<file path="src/rtl/multiword_add_sequencer_pkg.sv">
// ---------------------------------------------------------------------------
// multiword_add_sequencer_pkg
//
// Shared definitions for the multi-word add/subtract sequencer:
//   - WORD_W        : width of the single shared word adder (16 bits)
//   - seq_state_e   : sequencer FSM states (IDLE, RUN, DONE)
//   - idxWidth()    : width of the word-select counter for a given WORDS
// ---------------------------------------------------------------------------
package multiword_add_sequencer_pkg;

    localparam int WORD_W = 16;

    typedef enum logic [1:0] {
        IDLE = 2'd0,
        RUN  = 2'd1,
        DONE = 2'd2
    } seq_state_e;

    // A single-word configuration still needs a 1-bit index so that the
    // counter and its comparisons keep a legal, non-zero width.
    function automatic int idxWidth(input int words);
        return (words <= 1) ? 1 : $clog2(words);
    endfunction

endpackage

</file>
<file path="src/rtl/multiword_add_sequencer_if.sv">
// ---------------------------------------------------------------------------
// multiword_add_sequencer_if
//
// Bundles the operand channel and the result channel of the sequencer.
//
// Operand channel (source -> sequencer):
//   in_valid, a[W], b[W], sub, cin  ; in_ready back to the source
// Result channel (sequencer -> consumer):
//   out_valid, sum[W], cout, overflow ; out_ready back to the sequencer
//
// Modports:
//   master : the side that supplies operands and consumes results
//   slave  : the sequencer itself
// ---------------------------------------------------------------------------
interface multiword_add_sequencer_if
    import multiword_add_sequencer_pkg::*;
#(
    parameter int WORDS = 4
) ();

    localparam int W = WORD_W * WORDS;

    logic         in_valid;
    logic         in_ready;
    logic [W-1:0] a;
    logic [W-1:0] b;
    logic         sub;
    logic         cin;

    logic         out_valid;
    logic         out_ready;
    logic [W-1:0] sum;
    logic         cout;
    logic         overflow;

    modport master (
        output in_valid, a, b, sub, cin, out_ready,
        input  in_ready, out_valid, sum, cout, overflow
    );

    modport slave (
        input  in_valid, a, b, sub, cin, out_ready,
        output in_ready, out_valid, sum, cout, overflow
    );

endinterface

</file>
<file path="src/rtl/multiword_add_sequencer_adder.sv">
// ---------------------------------------------------------------------------
// WordWiseAdder
//
// Purely combinational 16-bit carry-lookahead adder used as the one shared
// arithmetic element of the multi-word sequencer.
//
// Ports:
//   a_i[16] : addend word
//   b_i[16] : addend word (already inverted by the caller for subtract)
//   c_i     : carry into bit 0
//   s_o[16] : sum word, mod 2^16
//   c_o     : carry out of bit 15
//
// Organisation: four 4-bit groups. Group generate/propagate terms feed a
// flattened group-level lookahead so that group carries do not ripple; bit
// carries are then formed inside each group from its group carry.
// ---------------------------------------------------------------------------
module WordWiseAdder (
    input  logic [15:0] a_i,
    input  logic [15:0] b_i,
    input  logic        c_i,
    output logic [15:0] s_o,
    output logic        c_o
);

    logic [15:0] bitG;
    logic [15:0] bitP;
    logic [3:0]  grpG;
    logic [3:0]  grpP;
    logic [4:0]  grpC;
    logic [16:0] bitC;

    assign bitG = a_i & b_i;
    assign bitP = a_i ^ b_i;

    // Group generate/propagate for each 4-bit slice.
    always_comb begin
        grpG = '0;
        grpP = '0;
        for (int j = 0; j < 4; j++) begin
            grpG[j] = bitG[4*j+3]
                    | (bitP[4*j+3] & bitG[4*j+2])
                    | (bitP[4*j+3] & bitP[4*j+2] & bitG[4*j+1])
                    | (bitP[4*j+3] & bitP[4*j+2] & bitP[4*j+1] & bitG[4*j]);
            grpP[j] = &bitP[4*j +: 4];
        end
    end

    // Second-level lookahead: every group carry is a two-level function of
    // the group terms and c_i, written out so it does not ripple.
    always_comb begin
        grpC    = '0;
        grpC[0] = c_i;
        grpC[1] = grpG[0] | (grpP[0] & c_i);
        grpC[2] = grpG[1] | (grpP[1] & grpG[0]) | (grpP[1] & grpP[0] & c_i);
        grpC[3] = grpG[2] | (grpP[2] & grpG[1]) | (grpP[2] & grpP[1] & grpG[0])
                | (grpP[2] & grpP[1] & grpP[0] & c_i);
        grpC[4] = grpG[3] | (grpP[3] & grpG[2]) | (grpP[3] & grpP[2] & grpG[1])
                | (grpP[3] & grpP[2] & grpP[1] & grpG[0])
                | (grpP[3] & grpP[2] & grpP[1] & grpP[0] & c_i);
    end

    // Bit carries inside each group start from that group's lookahead carry,
    // so the longest chain is only four bits deep.
    always_comb begin
        bitC = '0;
        for (int j = 0; j < 4; j++) begin
            bitC[4*j] = grpC[j];
            for (int i = 0; i < 3; i++) begin
                bitC[4*j+i+1] = bitG[4*j+i] | (bitP[4*j+i] & bitC[4*j+i]);
            end
        end
        bitC[16] = grpC[4];
    end

    assign s_o = bitP ^ bitC[15:0];
    assign c_o = bitC[16];

endmodule

</file>
<file path="src/rtl/multiword_add_sequencer.sv">
// ---------------------------------------------------------------------------
// multiword_add_sequencer
//
// Performs a W = 16*WORDS bit add or subtract by stepping one shared 16-bit
// WordWiseAdder across the operand words, least-significant word first, with
// the carry held in a register between words.
//
// Parameters:
//   WORDS : number of 16-bit slices (1..16)
//
// Ports:
//   clk  : rising-edge clock
//   rst  : asynchronous, active-high reset
//   bus  : multiword_add_sequencer_if.slave
//          operand channel in_valid/in_ready/a/b/sub/cin,
//          result channel out_valid/out_ready/sum/cout/overflow
//
// Behaviour summary:
//   IDLE : in_ready=1; an accepted bundle latches a and (sub ? ~b : b), the
//          carry register is seeded with cin ^ sub, the sum register clears.
//   RUN  : one word per cycle through the adder; on the last word the final
//          carry and signed overflow are captured.
//   DONE : out_valid=1 with all results held until out_ready.
// ---------------------------------------------------------------------------
module multiword_add_sequencer
    import multiword_add_sequencer_pkg::*;
#(
    parameter int WORDS = 4
) (
    input  logic                        clk,
    input  logic                        rst,
    multiword_add_sequencer_if.slave    bus
);

    localparam int                W        = WORD_W * WORDS;
    localparam int                IDX_W    = idxWidth(WORDS);
    localparam logic [IDX_W-1:0]  LAST_IDX = IDX_W'(WORDS - 1);

    seq_state_e         state_q, state_d;
    logic [IDX_W-1:0]   idx_q, idx_d;
    logic               carry_q, carry_d;
    logic [W-1:0]       opA_q, opA_d;
    logic [W-1:0]       opB_q, opB_d;
    logic [W-1:0]       sum_q, sum_d;
    logic               cout_q, cout_d;
    logic               ovf_q, ovf_d;

    logic [WORD_W-1:0]  wordA;
    logic [WORD_W-1:0]  wordB;
    logic [WORD_W-1:0]  wordSum;
    logic               wordCout;
    logic               lastWord;

    // Word select for the shared adder. opB_q already holds the inverted
    // operand for subtract, so the adder never needs to know the operation.
    assign wordA    = opA_q[WORD_W*int'(idx_q) +: WORD_W];
    assign wordB    = opB_q[WORD_W*int'(idx_q) +: WORD_W];
    assign lastWord = (idx_q == LAST_IDX);

    WordWiseAdder u_wordAdder (
        .a_i (wordA),
        .b_i (wordB),
        .c_i (carry_q),
        .s_o (wordSum),
        .c_o (wordCout)
    );

    // State and datapath registers. Reset clears everything so that no
    // partial result from an aborted operation can ever be observed.
    always_ff @(posedge clk or posedge rst) begin
        if (rst) begin
            state_q <= IDLE;
            idx_q   <= '0;
            carry_q <= 1'b0;
            opA_q   <= '0;
            opB_q   <= '0;
            sum_q   <= '0;
            cout_q  <= 1'b0;
            ovf_q   <= 1'b0;
        end else begin
            state_q <= state_d;
            idx_q   <= idx_d;
            carry_q <= carry_d;
            opA_q   <= opA_d;
            opB_q   <= opB_d;
            sum_q   <= sum_d;
            cout_q  <= cout_d;
            ovf_q   <= ovf_d;
        end
    end

    // Next-state and datapath update. Everything holds by default; only the
    // accept, per-word step and result handshake move the block forward.
    always_comb begin
        state_d = state_q;
        idx_d   = idx_q;
        carry_d = carry_q;
        opA_d   = opA_q;
        opB_d   = opB_q;
        sum_d   = sum_q;
        cout_d  = cout_q;
        ovf_d   = ovf_q;

        unique case (state_q)
            IDLE: begin
                if (bus.in_valid) begin
                    opA_d   = bus.a;
                    opB_d   = bus.sub ? ~bus.b : bus.b;
                    // A - B - borrow = A + ~B + (1 - borrow)
                    carry_d = bus.cin ^ bus.sub;
                    idx_d   = '0;
                    sum_d   = '0;
                    state_d = RUN;
                end
            end

            RUN: begin
                sum_d[WORD_W*int'(idx_q) +: WORD_W] = wordSum;
                carry_d = wordCout;
                if (lastWord) begin
                    // Overflow: both addends share a sign that the result lacks.
                    cout_d  = wordCout;
                    ovf_d   = (opA_q[W-1] == opB_q[W-1]) &&
                              (wordSum[WORD_W-1] != opA_q[W-1]);
                    state_d = DONE;
                end else begin
                    idx_d = idx_q + 1'b1;
                end
            end

            DONE: begin
                if (bus.out_ready) begin
                    state_d = IDLE;
                end
            end

            default: begin
                state_d = IDLE;
            end
        endcase
    end

    // Handshake flags decode the registered state only; no input reaches an
    // output without passing through a register.
    assign bus.in_ready  = (state_q == IDLE);
    assign bus.out_valid = (state_q == DONE);
    assign bus.sum       = sum_q;
    assign bus.cout      = cout_q;
    assign bus.overflow  = ovf_q;

endmodule

</file>
<file path="src/flat_wrapper.sv">
// flat-port wrapper written by rule: the top's interface ports become plain ports
module multiword_add_sequencer_flat import multiword_add_sequencer_pkg::*;
#(
    parameter int WORDS = 4
)
  (clk, rst, bus_in_valid, bus_a, bus_b, bus_sub, bus_cin, bus_out_ready, bus_in_ready, bus_out_valid, bus_sum, bus_cout, bus_overflow);
  multiword_add_sequencer_if #(.WORDS(WORDS)) bus_i ();
  input  logic clk;
  input  logic rst;
  input wire logic [$bits(bus_i.in_valid)-1:0] bus_in_valid;
  input wire logic [$bits(bus_i.a)-1:0] bus_a;
  input wire logic [$bits(bus_i.b)-1:0] bus_b;
  input wire logic [$bits(bus_i.sub)-1:0] bus_sub;
  input wire logic [$bits(bus_i.cin)-1:0] bus_cin;
  input wire logic [$bits(bus_i.out_ready)-1:0] bus_out_ready;
  output wire logic [$bits(bus_i.in_ready)-1:0] bus_in_ready;
  output wire logic [$bits(bus_i.out_valid)-1:0] bus_out_valid;
  output wire logic [$bits(bus_i.sum)-1:0] bus_sum;
  output wire logic [$bits(bus_i.cout)-1:0] bus_cout;
  output wire logic [$bits(bus_i.overflow)-1:0] bus_overflow;
  assign bus_i.in_valid = bus_in_valid;
  assign bus_i.a = bus_a;
  assign bus_i.b = bus_b;
  assign bus_i.sub = bus_sub;
  assign bus_i.cin = bus_cin;
  assign bus_i.out_ready = bus_out_ready;
  assign bus_in_ready = bus_i.in_ready;
  assign bus_out_valid = bus_i.out_valid;
  assign bus_sum = bus_i.sum;
  assign bus_cout = bus_i.cout;
  assign bus_overflow = bus_i.overflow;
  multiword_add_sequencer #(.WORDS(WORDS)) u_core (.clk(clk), .rst(rst), .bus(bus_i));
endmodule
</file>
<file path="config.mk">
export PLATFORM = sky130hd
export DESIGN_NAME = multiword_add_sequencer_flat
export DESIGN_NICKNAME = d
export VERILOG_FILES = /design/src/rtl/multiword_add_sequencer_pkg.sv /design/src/rtl/multiword_add_sequencer_if.sv /design/src/rtl/multiword_add_sequencer_adder.sv /design/src/rtl/multiword_add_sequencer.sv /design/src/flat_wrapper.sv
export SDC_FILE = /design/constraint.sdc
export NUM_CORES = 1
export LEC_CHECK = 0
export ABC_AREA = 1
export BUFFER_PORTS_ARGS = -buffer_cell sky130_fd_sc_hd__buf_4
export CAP_MARGIN = 10
export CORE_MARGIN = 4
export CORE_UTILIZATION = 55
export CTS_CLUSTER_DIAMETER = 40
export DETAILED_ROUTE_END_ITERATION = 8
export PLACE_DENSITY = 0.8
export SLEW_MARGIN = 20
export SYNTH_ARGS = -nofsm -noshare
export SYNTH_HDL_FRONTEND = slang
export SYNTH_SLANG_ARGS = --single-unit
</file>
<file path="constraint.sdc">
create_clock -name clk -period 7.4 [get_ports clk]
set_clock_uncertainty 0.1 [all_clocks]
set_input_delay 0.37 -clock clk [delete_from_list [all_inputs] [get_ports clk]]
set_output_delay 0.37 -clock clk [all_outputs]
set_load 0.02 [all_outputs]
</file>
Yosys cells after proc, flatten, opt, wreduce, memory -nomap -nowiden
Cells that the tools add are included.

word-level totals
  input bits = 134
  register bits = 199

cells by class
  muxes and demuxes = 13
  bitwise gates (word level) = 87
  equal/unequal tests = 9
  reduce and logical (&&, ||, !) cells = 12
  shift-type cells = 4
  $add $sub $neg = 2

operators by type and width
  kind                        number
  $mux W64                    2
  $pmux W64 S2                1
  $shiftx A64 B7 Y16          2
  $bwmux W64                  1
  $not A64 Y64                1
  $shift A16 B33 Y64 const A  1
  $shiftx A16 B33 Y64         1
  $and A1 B1 Y1               48
  $or A1 B1 Y1                34
  $neg A6 Y33                 1
  $xor A16 B16 Y16            2
  $and A16 B16 Y16            1
  $reduce_and A4 Y1           4
  $mux W2                     5
  $ne A2 B2 Y1 const B        3
  $pmux W2 S3                 1
  $reduce_and A2 Y1           3
  $reduce_and A3 Y1           2
  $eq A2 B2 Y1 const B        2
  $pmux W2 S2                 1
  $add A2 B1 Y2 const B       1
  $eq A2 B1 Y1 const B        1
  $logic_not A2 Y1            1
  $ne A2 B1 Y1 const B        1
  7 further kinds             7

Logic depth before layout (Yosys ltp)
Gate-level depths: netlist of the first run.

  depth in word-level cells = 20
  depth in mapped cells = 24
  depth with buffers taken out = 23

Cells and area by module
Synthesis of the first run repeated with hierarchy kept, for this count alone.

unflattened totals
  cell total of the unflattened synthesis = 1,407
  area total of the unflattened synthesis = 10,749.1 um^2

by module, submodules not included
  module                   area an instance (um^2)  times used  cells an instance  seq. area each (um^2)
  multiword_add_sequencer  10,008.3                 1           1,314              4,979.8
  WordWiseAdder            740.7                    1           93                 0.0

Worst setup path after synthesis of the first run
Ideal clock, no wire load.

  kind = flip-flop to flip-flop
  start = register u_core.idx_q[0]
  end = register u_core.sum_q[59] (netlist: u_core.bus.sum[59])
  path slack = 3.783 ns
  library setup time = 0.083 ns
  arrival = 3.435 ns
  stages on the path, launching flop included = 19
  data required time = 7.217 ns
  path through = dfrtp_1 -> clkbuf_1 -> clkbuf_1 -> nor2_1 -> inv_1 -> a32oi_1 -> ha_1 -> nand2_1 -> nor3b_1 -> nor2_1 -> nand2_1 -> inv_1 -> fa_1 -> fa_1 -> fa_1 -> xor2_1 -> nor2_1 -> nand2_1 -> o21ai_0

between the ends
  cells in the longest elaborated chain, start to end = 20

ends and longest elaborated chain
  element                                               line                                                                                                           RTL
  start, declared                                       multiword_add_sequencer.sv:40                                                                                  logic [IDX_W-1:0] idx_q, idx_d;
  start signal, assigned                                multiword_add_sequencer.sv:82                                                                                  idx_q <= idx_d;
  $shiftx A64 B7 Y16 (on tied branches)                 multiword_add_sequencer.sv:56, multiword_add_sequencer.sv:57
  $xor A16 B16 Y16 or $and A16 B16 Y16 (tied branches)  multiword_add_sequencer_adder.sv:34, multiword_add_sequencer_adder.sv:33
  $and A1 B1 Y1 (on tied branches)                      multiword_add_sequencer_adder.sv:42, multiword_add_sequencer_adder.sv:43, multiword_add_sequencer_adder.sv:44
  $or A1 B1 Y1 (tied with other cells)                  multiword_add_sequencer_adder.sv:42                                                                            | (bitP[4*j+3] & bitG[4*j+2])
  $or A1 B1 Y1 or $and A1 B1 Y1 (tied branches)         multiword_add_sequencer_adder.sv:43, multiword_add_sequencer_adder.sv:44
  $or A1 B1 Y1                                          multiword_add_sequencer_adder.sv:44                                                                            | (bitP[4*j+3] & bitP[4*j+2] & bitP[4*j+1] & bitG[4*j]);
  $and A1 B1 Y1                                         multiword_add_sequencer_adder.sv:56                                                                            grpC[3] = grpG[2] | (grpP[2] & grpG[1]) | (grpP[2] & grpP[1] & grpG[0])
  $or A1 B1 Y1 (2 in a row)                             multiword_add_sequencer_adder.sv:56
  (+3 left out)                                         --
  $and A1 B1 Y1                                         multiword_add_sequencer_adder.sv:70                                                                            bitC[4*j+i+1] = bitG[4*j+i] | (bitP[4*j+i] & bitC[4*j+i]);
  $or A1 B1 Y1                                          multiword_add_sequencer_adder.sv:70
  $and A1 B1 Y1                                         multiword_add_sequencer_adder.sv:70
  $or A1 B1 Y1                                          multiword_add_sequencer_adder.sv:70
  $xor A16 B16 Y16                                      multiword_add_sequencer_adder.sv:76                                                                            assign s_o = bitP ^ bitC[15:0];
  $shiftx A16 B33 Y64                                   multiword_add_sequencer.sv:118                                                                                 sum_d[WORD_W*int'(idx_q) +: WORD_W] = wordSum;
  $bwmux W64 (*)                                        multiword_add_sequencer.sv:118
  $pmux W64 S2 (*)                                      multiword_add_sequencer.sv:104                                                                                 unique case (state_q)
  end signal, assigned                                  multiword_add_sequencer.sv:86                                                                                  sum_q <= sum_d;
  end, declared                                         multiword_add_sequencer.sv:44                                                                                  logic [W-1:0] sum_q, sum_d;

Every way passes the cells marked *; elsewhere a longest branch is shown, timed or not.
A chain may end at the register's enable or synchronous reset.

Worst setup path after layout of the first run
  start = register u_core.idx_q[1]
  end = register u_core.sum_q[31] (netlist: u_core.bus.sum[31])

Same word-level chain as after synthesis.

==> results of run 1 <==
cell families after synthesis:
| group | after synthesis | synth area share |
|---|---|---|
| AO/OA/AOI/OAI | 225 | 0.132 |
| XOR/XNOR | 69 | 0.0608 |
| buffers and inverters | 179 | 0.0717 |
| flip-flops | 199 | 0.501 |
| adder cells (fa/ha/maj) | 32 | 0.0493 |
| AND/OR/NAND/NOR | 463 | 0.186 |
layer usage:
| metal | part of all wire | wire length [um] |
|---|---|---|
| met1 | 0.41 | 11100 |
| met2 | 0.47 | 12700 |
| met3 | 0.084 | 2260 |
| met4 | 0.030 | 797 |
| met5 | 0 | 0 |
state kept, by name, indices dropped and copies added (netlist names):
| signal | count |
|---|---|
| u_core.opB_q | 64 |
| u_core.bus.sum | 64 |
| u_core.idx_q | 2 |
| u_core.bus.cout | 1 |
| u_core.state_q | 2 |
| u_core.bus.overflow | 1 |
| u_core.opA_q | 64 |
| u_core.carry_q | 1 |
worst reg2reg max path: cells and delay by family, from the launching register on:
family	cells	cell delay [ns]
AO/OA/AOI/OAI	3	0.67
XOR/XNOR	1	0.41
adder cells (fa/ha/maj)	4	1.03
buffers and inverters	3	0.86
flip-flops	1	0.58
AND/OR/NAND/NOR	10	0.79
through the flow:
stage	utilization	instance area (um^2)	std cells	setup WS (ns)
after global routing	0.686	12000	1554	2.47
after detailed placement	0.654	11500	1523	2.96
after global placement	0.654	11500	1523	3.10
after CTS	0.686	12000	1554	2.91
after floorplan	-	9940	1167	1.50
final	0.686	12000	1554	2.82
area by class of cell:
type                    count  area, um^2  area share
repair buffers            206        1550       0.128
clock inverters             9        91.3     0.00759
multi-input cells         789        4260       0.354
flip-flops and latches    199        4980       0.414
clock buffers              22         474      0.0394
well taps                 225         282      0.0234
inverters                 104         399      0.0332
path summary, 6_finish.rpt:
check	end	cells after the start	start	slack, ns
worst max-delay path	u_core.bus.sum[31]$_DFFE_PP0P_	21	u_core.idx_q[1]$_DFFE_PP0P_	2.82
worst min-delay path	u_core.bus.sum[37]$_DFFE_PP0P_	2	rst	-0.008
worst max register to register	u_core.bus.sum[31]$_DFFE_PP0P_	21	u_core.idx_q[1]$_DFFE_PP0P_	2.82
worst min register to register	u_core.opA_q[45]$_DFFE_PP0P_	2	u_core.opA_q[45]$_DFFE_PP0P_	0.38
max in group asynchronous	u_core.opB_q[39]$_DFFE_PP0P_	3	rst	5.73
min in group clk	u_core.state_q[1]$_DFFE_PP0P_	2	bus_out_ready	0.01
power breakdown:
group / switching (uW) / internal [uW]
registers: 307 / 1540
clock network: 404 / 493
logic: 2030 / 1060
placed cells by master, fill, tap and decap left out:
cell type   Yosys  final
nand2_1       321    320
buf_4           1    206
dfrtp_1       199    198
o21ai_0       129    129
inv_1         100     98
nor2_1         70     70
nand3_1        65     65
xnor2_1        65     65
o22ai_1        25     25
a21oi_1        24     24
a32oi_1        20     20
ha_1           20     20
clkbuf_16       0     17
o31ai_1        16     16
fa_1           12     12
o21ai_2        10     11
inv_2           4      4
xor2_1          4      4
clkinv_2        0      3
clkbuf_8        0      3
inv_6           0      3
nor2_4          2      2
clkinv_4        0      2
clkbuf_1       42      2
nand2_4         0      1
nor3b_1         1      1
nor3_1          1      1
nand4_1         1      1
or2_1           1      1
inv_8           0      1
or2_2           1      1
clkinvlp_4      0      1
bufinv_16       0      1
dfrtp_2         0      1
==> run_results.csv, run 1 <==
group,metric,value,unit
place,gp_congestion,0.886,
setup_path,path_delay_family,"adder cells",
die,start_util,0.567,
power_and_ir_drop,p_per_area,484,nW/um^2
timing,whs,-0.00801,ns
yosys,yosysTopAreaCell,"dfrtp_1",
layout,fillers,1363,
timing,finalMaxSlewViolations,0,
die,io_pins,202,
grt,antenna_found_initial,0,
grt,grt_use_met3,0.0470,
clock_tree,cts-resized-gates,0,
drt,drt_pre_antenna_iters,5,
grt,grt_max_degree,122,
run,max_cap_viol_count,0,
run_status,status,"finished with violations",
grt,track_usage,0.265,
yosys,synth_top_cell_area_share,0.501,
setup_path,required,7.59,ns
setup_path,worst-setup-path-type,"reg2reg",
yosys,synth-warning-count,0,
clock_tree,cts_made_buffers,17,
die,row_count,48,
setup_path,path_common_cell,"nand2_1",
drt,drtIter0Drc,988,
grt,use_met1,0.372,
setup_path,cp-start-kind,"flip-flop",
die,die_area,20300,um^2
timing,finalCriticalPeriod,4.58,ns
yosys,avgSynthCellArea,8.52,um^2
yosys,synthTopCellsByCount,"nand2_1 (321), dfrtp_1 (199), o21ai_0 (129)",
setup_path,cp_slowest_stage_delay,0.71,ns
grt,overflow,0,
timing,relSlewSlack,0.346,
setup_path,crit_chain,"inv_2, o21ai_0, o22ai_1, ha_1, nand2_1, nand2_1, nand2_1, nand2_1, nand2_1, nand2_1, inv_1, nor2_1, nor2_1, fa_1, fa_1, inv_1, fa_1, xnor2_1, nor2_1, nand2_1, o21ai_0",
timing,finalHoldViolCount,13,
yosys,synth_nets,1333,
die,core,17500,um^2
run_status,violations,"negative hold slack",
clock_tree,hold_buffers,0,
yosys,yosysUniqueCellTypes,28,
clock_tree,cts_max_level,4,
setup_path,end_kind,"flip-flop",
drt,wl,26900,um
setup_path,crit_slowest_cell,"inv_2",
die,die_h,142,um
yosys,synth_area_leaders,"dfrtp_1 (50%), nand2_1 (12%), o21ai_0 (6.5%)",
clock_tree,cts_tree,"built",
drt,routedWlPerCell,17.3,um
place,io_buffers,201,
yosys,synth-main-ff-cell,"dfrtp_1",
layout,antenna_cells_inserted,0,
die,die_x,142,um
timing,final-setup-viol-count,0,
grt,grt_pass1_wl,42500,um
timing,max_freq,218,MHz
layout,drive_above_1_share,0.193,
timing,worst_pin_slew,0.981,ns
yosys,synth_area,9940,um^2
yosys,async_flop_share,1.00,
clock_tree,cts_sinks,199,
drt,vias_per_cell,5.50,
yosys,synth_seq_cells,199,
timing,finalCritPeriodShare,0.619,
setup_path,cp_max_fo,55,
setup_path,worstPathArrival,4.77,ns
power_and_ir_drop,p_leak,0.00596,uW
timing,rsz0062_at_grt,"no",
timing,fin_setup_tns,0,ns
grt,grt_pass1_vias,8277,
place,place_hpwl,19300,um
clock_tree,cts_root_buf,"clkbuf_16",
clock_tree,postCtsSetupRepairBufs,0,
yosys,synth_edf_count,0,
min_path,hold_path_class,"in2async",
grt,grt.busiest_layer,"met2",
yosys,synth.most_common_cell,"nand2_1",
drt,drc,0,
drt,antenna_left,0,
setup_path,critPathBufInv,3,
power_and_ir_drop,vdd_ir_drop_max,0.000296,V
clock_tree,cts.clk_slew.worst_paths,0.07,ns
grt,met2_usage,0.419,
clock_tree,clk_latency,0.43,ns
drt,vias,8543,
layout,fin_nets,1483,
yosys,ys_seq_area_frac,0.501,
clock_tree,clockBufferDepth,2,
layout,syn_to_final_growth,21.0,%
power_and_ir_drop,power,5830,uW
yosys,syn_inst,1167,
Power figures use the tool's default switching activity.
==> run 2: changes to the inputs <==
- clock period: 7.4 -> 4.3 ns (I/O delays scaled with it)
==> run 2 against run 1 <==
Effect of this change: the flow now finishes without violations; maximum frequency rose by 18%; non-clock buffer count rose by 119; hold slack improved by 0.012 ns; cell area rose by 10%; global-route usage rose by 3.3 points; sequential power rose by 73%; via count rose by 8.7%; critical endpoint is now u_core.bus.sum[59]$_DFFE_PP0P_; largest cell class unchanged.
==> run_results.csv, run 2 (synthesized netlist as in run 1, its figures left out) <==
group,metric,value,unit
layout,final_common_cell,"nand2_1",
drt,vias_per_cell,5.55,
timing,max_freq,258,MHz
min_path,worst_hold_path.num_cells,3,
layout,fillers,1175,
setup_path,end_kind,"flip-flop",
setup_path,worstPathArrival,4.06,ns
timing,worst_pin_slew,1.00,ns
place,post-place-ws,0.354,ns
clock_tree,cts_tree,"built",
drt,antenna_left,0,
drt,wl,30100,um
die,start_util,0.567,
clock_tree,clockBufferDepth,2,
drt,vias,9288,
grt,track_usage,0.299,
power_and_ir_drop,switching_share,0.464,
clock_tree,cts_sinks,199,
drt,routedWlPerCell,18.0,um
place,gp_congestion,0.880,
setup_path,r2r_setup_slack,0.43,ns
grt,overflow,0,
timing,finalMaxSlewViolations,0,
clock_tree,cts_max_level,4,
place,dp_cells,1530,
die,die_x,142,um
clock_tree,cts_made_buffers,17,
grt,grt_pass1_vias,9278,
run,max_cap_viol_count,0,
setup_path,cp_max_fo,31,
timing,fin_ws,0.425,ns
die,core,17500,um^2
power_and_ir_drop,clock_power_share,0.162,
setup_path,reg2reg_from,"u_core.idx_q[1]$_DFFE_PP0P_",
die,row_count,48,
timing,finalCritPeriodShare,0.901,
layout,drive_above_1_share,0.184,
drt,drt_pre_antenna_iters,5,
timing,fin_setup_tns,0,ns
clock_tree,cts.clk_slew.worst_paths,0.07,ns
min_path,hold_end,"u_core.opB_q[40]$_DFFE_PP0P_",
min_path,hold_path_class,"in2reg",
timing,finalCriticalPeriod,3.87,ns
setup_path,r2r_end,"u_core.bus.sum[59]$_DFFE_PP0P_",
setup_path,worst-setup-path-type,"reg2reg",
layout,multi_input_area,4260,um^2
place,place_hpwl,19300,um
die,die_h,142,um
clock_tree,postCtsSetupRepairBufs,0,
power_and_ir_drop,vdd_ir_drop_max,0.000517,V
drt,drtIter0Drc,947,
timing,relSlewSlack,0.332,
power_and_ir_drop,power_switching,4790,uW
drt,drc,0,
power_and_ir_drop,power_frac_comb,0.530,
place,io_buffers,201,
die,io_pins,202,
setup_path,required,4.49,ns
power_and_ir_drop,p_per_area,775,nW/um^2
timing,final-setup-viol-count,0,
setup_path,rr_worst_depth,17,
layout,fin_nets,1602,
clock_tree,clk_latency,0.44,ns
timing,finalHoldViolCount,0,
grt,grt_pass1_wl,47600,um
power_and_ir_drop,intPower,5520,uW
layout,syn_to_final_growth,33.7,%
clock_tree,cts_root_buf,"clkbuf_16",
layout,instances_no_fill,1675,
min_path,worstHoldStart,"bus_b[40]",
grt,grt_max_degree,231,
die,die_area,20300,um^2
timing,rsz0062_at_grt,"no",
layout,layout_common_cells,"nand2_1 (320), buf_4 (210), dfrtp_1 (198), o21ai_0 (129), dlygate4sd3_1 (111)",
grt,antenna_found_initial,2,
run_status,status,"completed",
power_and_ir_drop,p_leak,0.00650,uW
setup_path,cp-start-kind,"flip-flop",
layout,seq_area,4980,um^2
power_and_ir_drop,seq_power_share,0.308,
-- run 2: worst max-delay path, stage by stage, from the launching register on --
cell and delay (ns):
dfrtp_1 0.41, inv_4 0.25, buf_4 0.26, a21oi_1 0.06, a32oi_1 0.24, ha_1 0.20, inv_1 0.05, nor3b_1 0.21
nor2_1 0.07, nand2_1 0.10, inv_1 0.08, fa_1 0.40, fa_1 0.41, fa_1 0.40, xor2_1 0.26, nor2_1 0.07
nand2_1 0.07, o21ai_0 0.09
-- run 2: power groups by stage --
| stage | Clock [uW] | Sequential [uW] | Combinational [uW] |
|---|---|---|---|
| 6_report | 1670 | 3180 | 5460 |
| 5_1_grt | 1740 | 3240 | 6010 |
| 4_1_cts | 1670 | 3150 | 5340 |
| 3_5_place_dp | 0 | 3170 | 5220 |
| 3_3_place_gp | 0 | 3150 | 5050 |
| 2_1_floorplan | 0 | 3190 | 3390 |
-- run 2: cell type report --
cell class	count	share of cell area
Sequential cell	199	0.375
Multi-Input combinational cell	789	0.321
Clock buffer	21	0.0346
Clock inverter	11	0.0111
Tap cell	225	0.0212
Antenna cell	1	0.000188
Inverter	104	0.0298
Timing Repair Buffer	325	0.208
-- run 2: metrics by stage --
stage	total power (uW)	utilization	area (um^2)	hold WS, ns
6_report	10300	0.758	13300	0.00417
5_1_grt	11000	0.758	13300	0.00918
4_1_cts	10100	0.756	13300	0.000432
3_5_place_dp	8390	0.658	11500	0.303
3_3_place_gp	8200	0.658	11500	0.297
2_1_floorplan	6580	-	9950	0.201
-- run 2: worst max path at each step --
stage                     depth (start not counted)                        start  slack [ns]                             end
after global placement                           17  u_core.idx_q[1]$_DFFE_PP0P_        0.58  u_core.bus.sum[59]$_DFFE_PP0P_
after CTS                                        18  u_core.idx_q[1]$_DFFE_PP0P_        0.34  u_core.bus.sum[62]$_DFFE_PP0P_
after floorplan                                  18  u_core.idx_q[0]$_DFFE_PP0P_        0.68  u_core.bus.sum[59]$_DFFE_PP0P_
after detailed placement                         18  u_core.idx_q[1]$_DFFE_PP0P_        0.35  u_core.bus.sum[62]$_DFFE_PP0P_
final                                            17  u_core.idx_q[1]$_DFFE_PP0P_        0.43  u_core.bus.sum[59]$_DFFE_PP0P_
after global routing                             21  u_core.idx_q[0]$_DFFE_PP0P_        0.05  u_core.bus.sum[31]$_DFFE_PP0P_
-- run 2: metal layers --
layer / GRT usage / part of all wire / vias to the layer above
met5: 0 / 0.00023 / -
met4: 0.136 / 0.044 / 2
met3: 0.0528 / 0.077 / 103
met2: 0.498 / 0.49 / 462
met1: 0.382 / 0.38 / 4425
li1: - / - / 4296
-- run 2: what timing repair did --
action,in CTS,in global routing
gates resized for setup,0,3
endpoints found under the setup margin,0,5
hold endpoints to repair,110,75
hold buffers,110,1
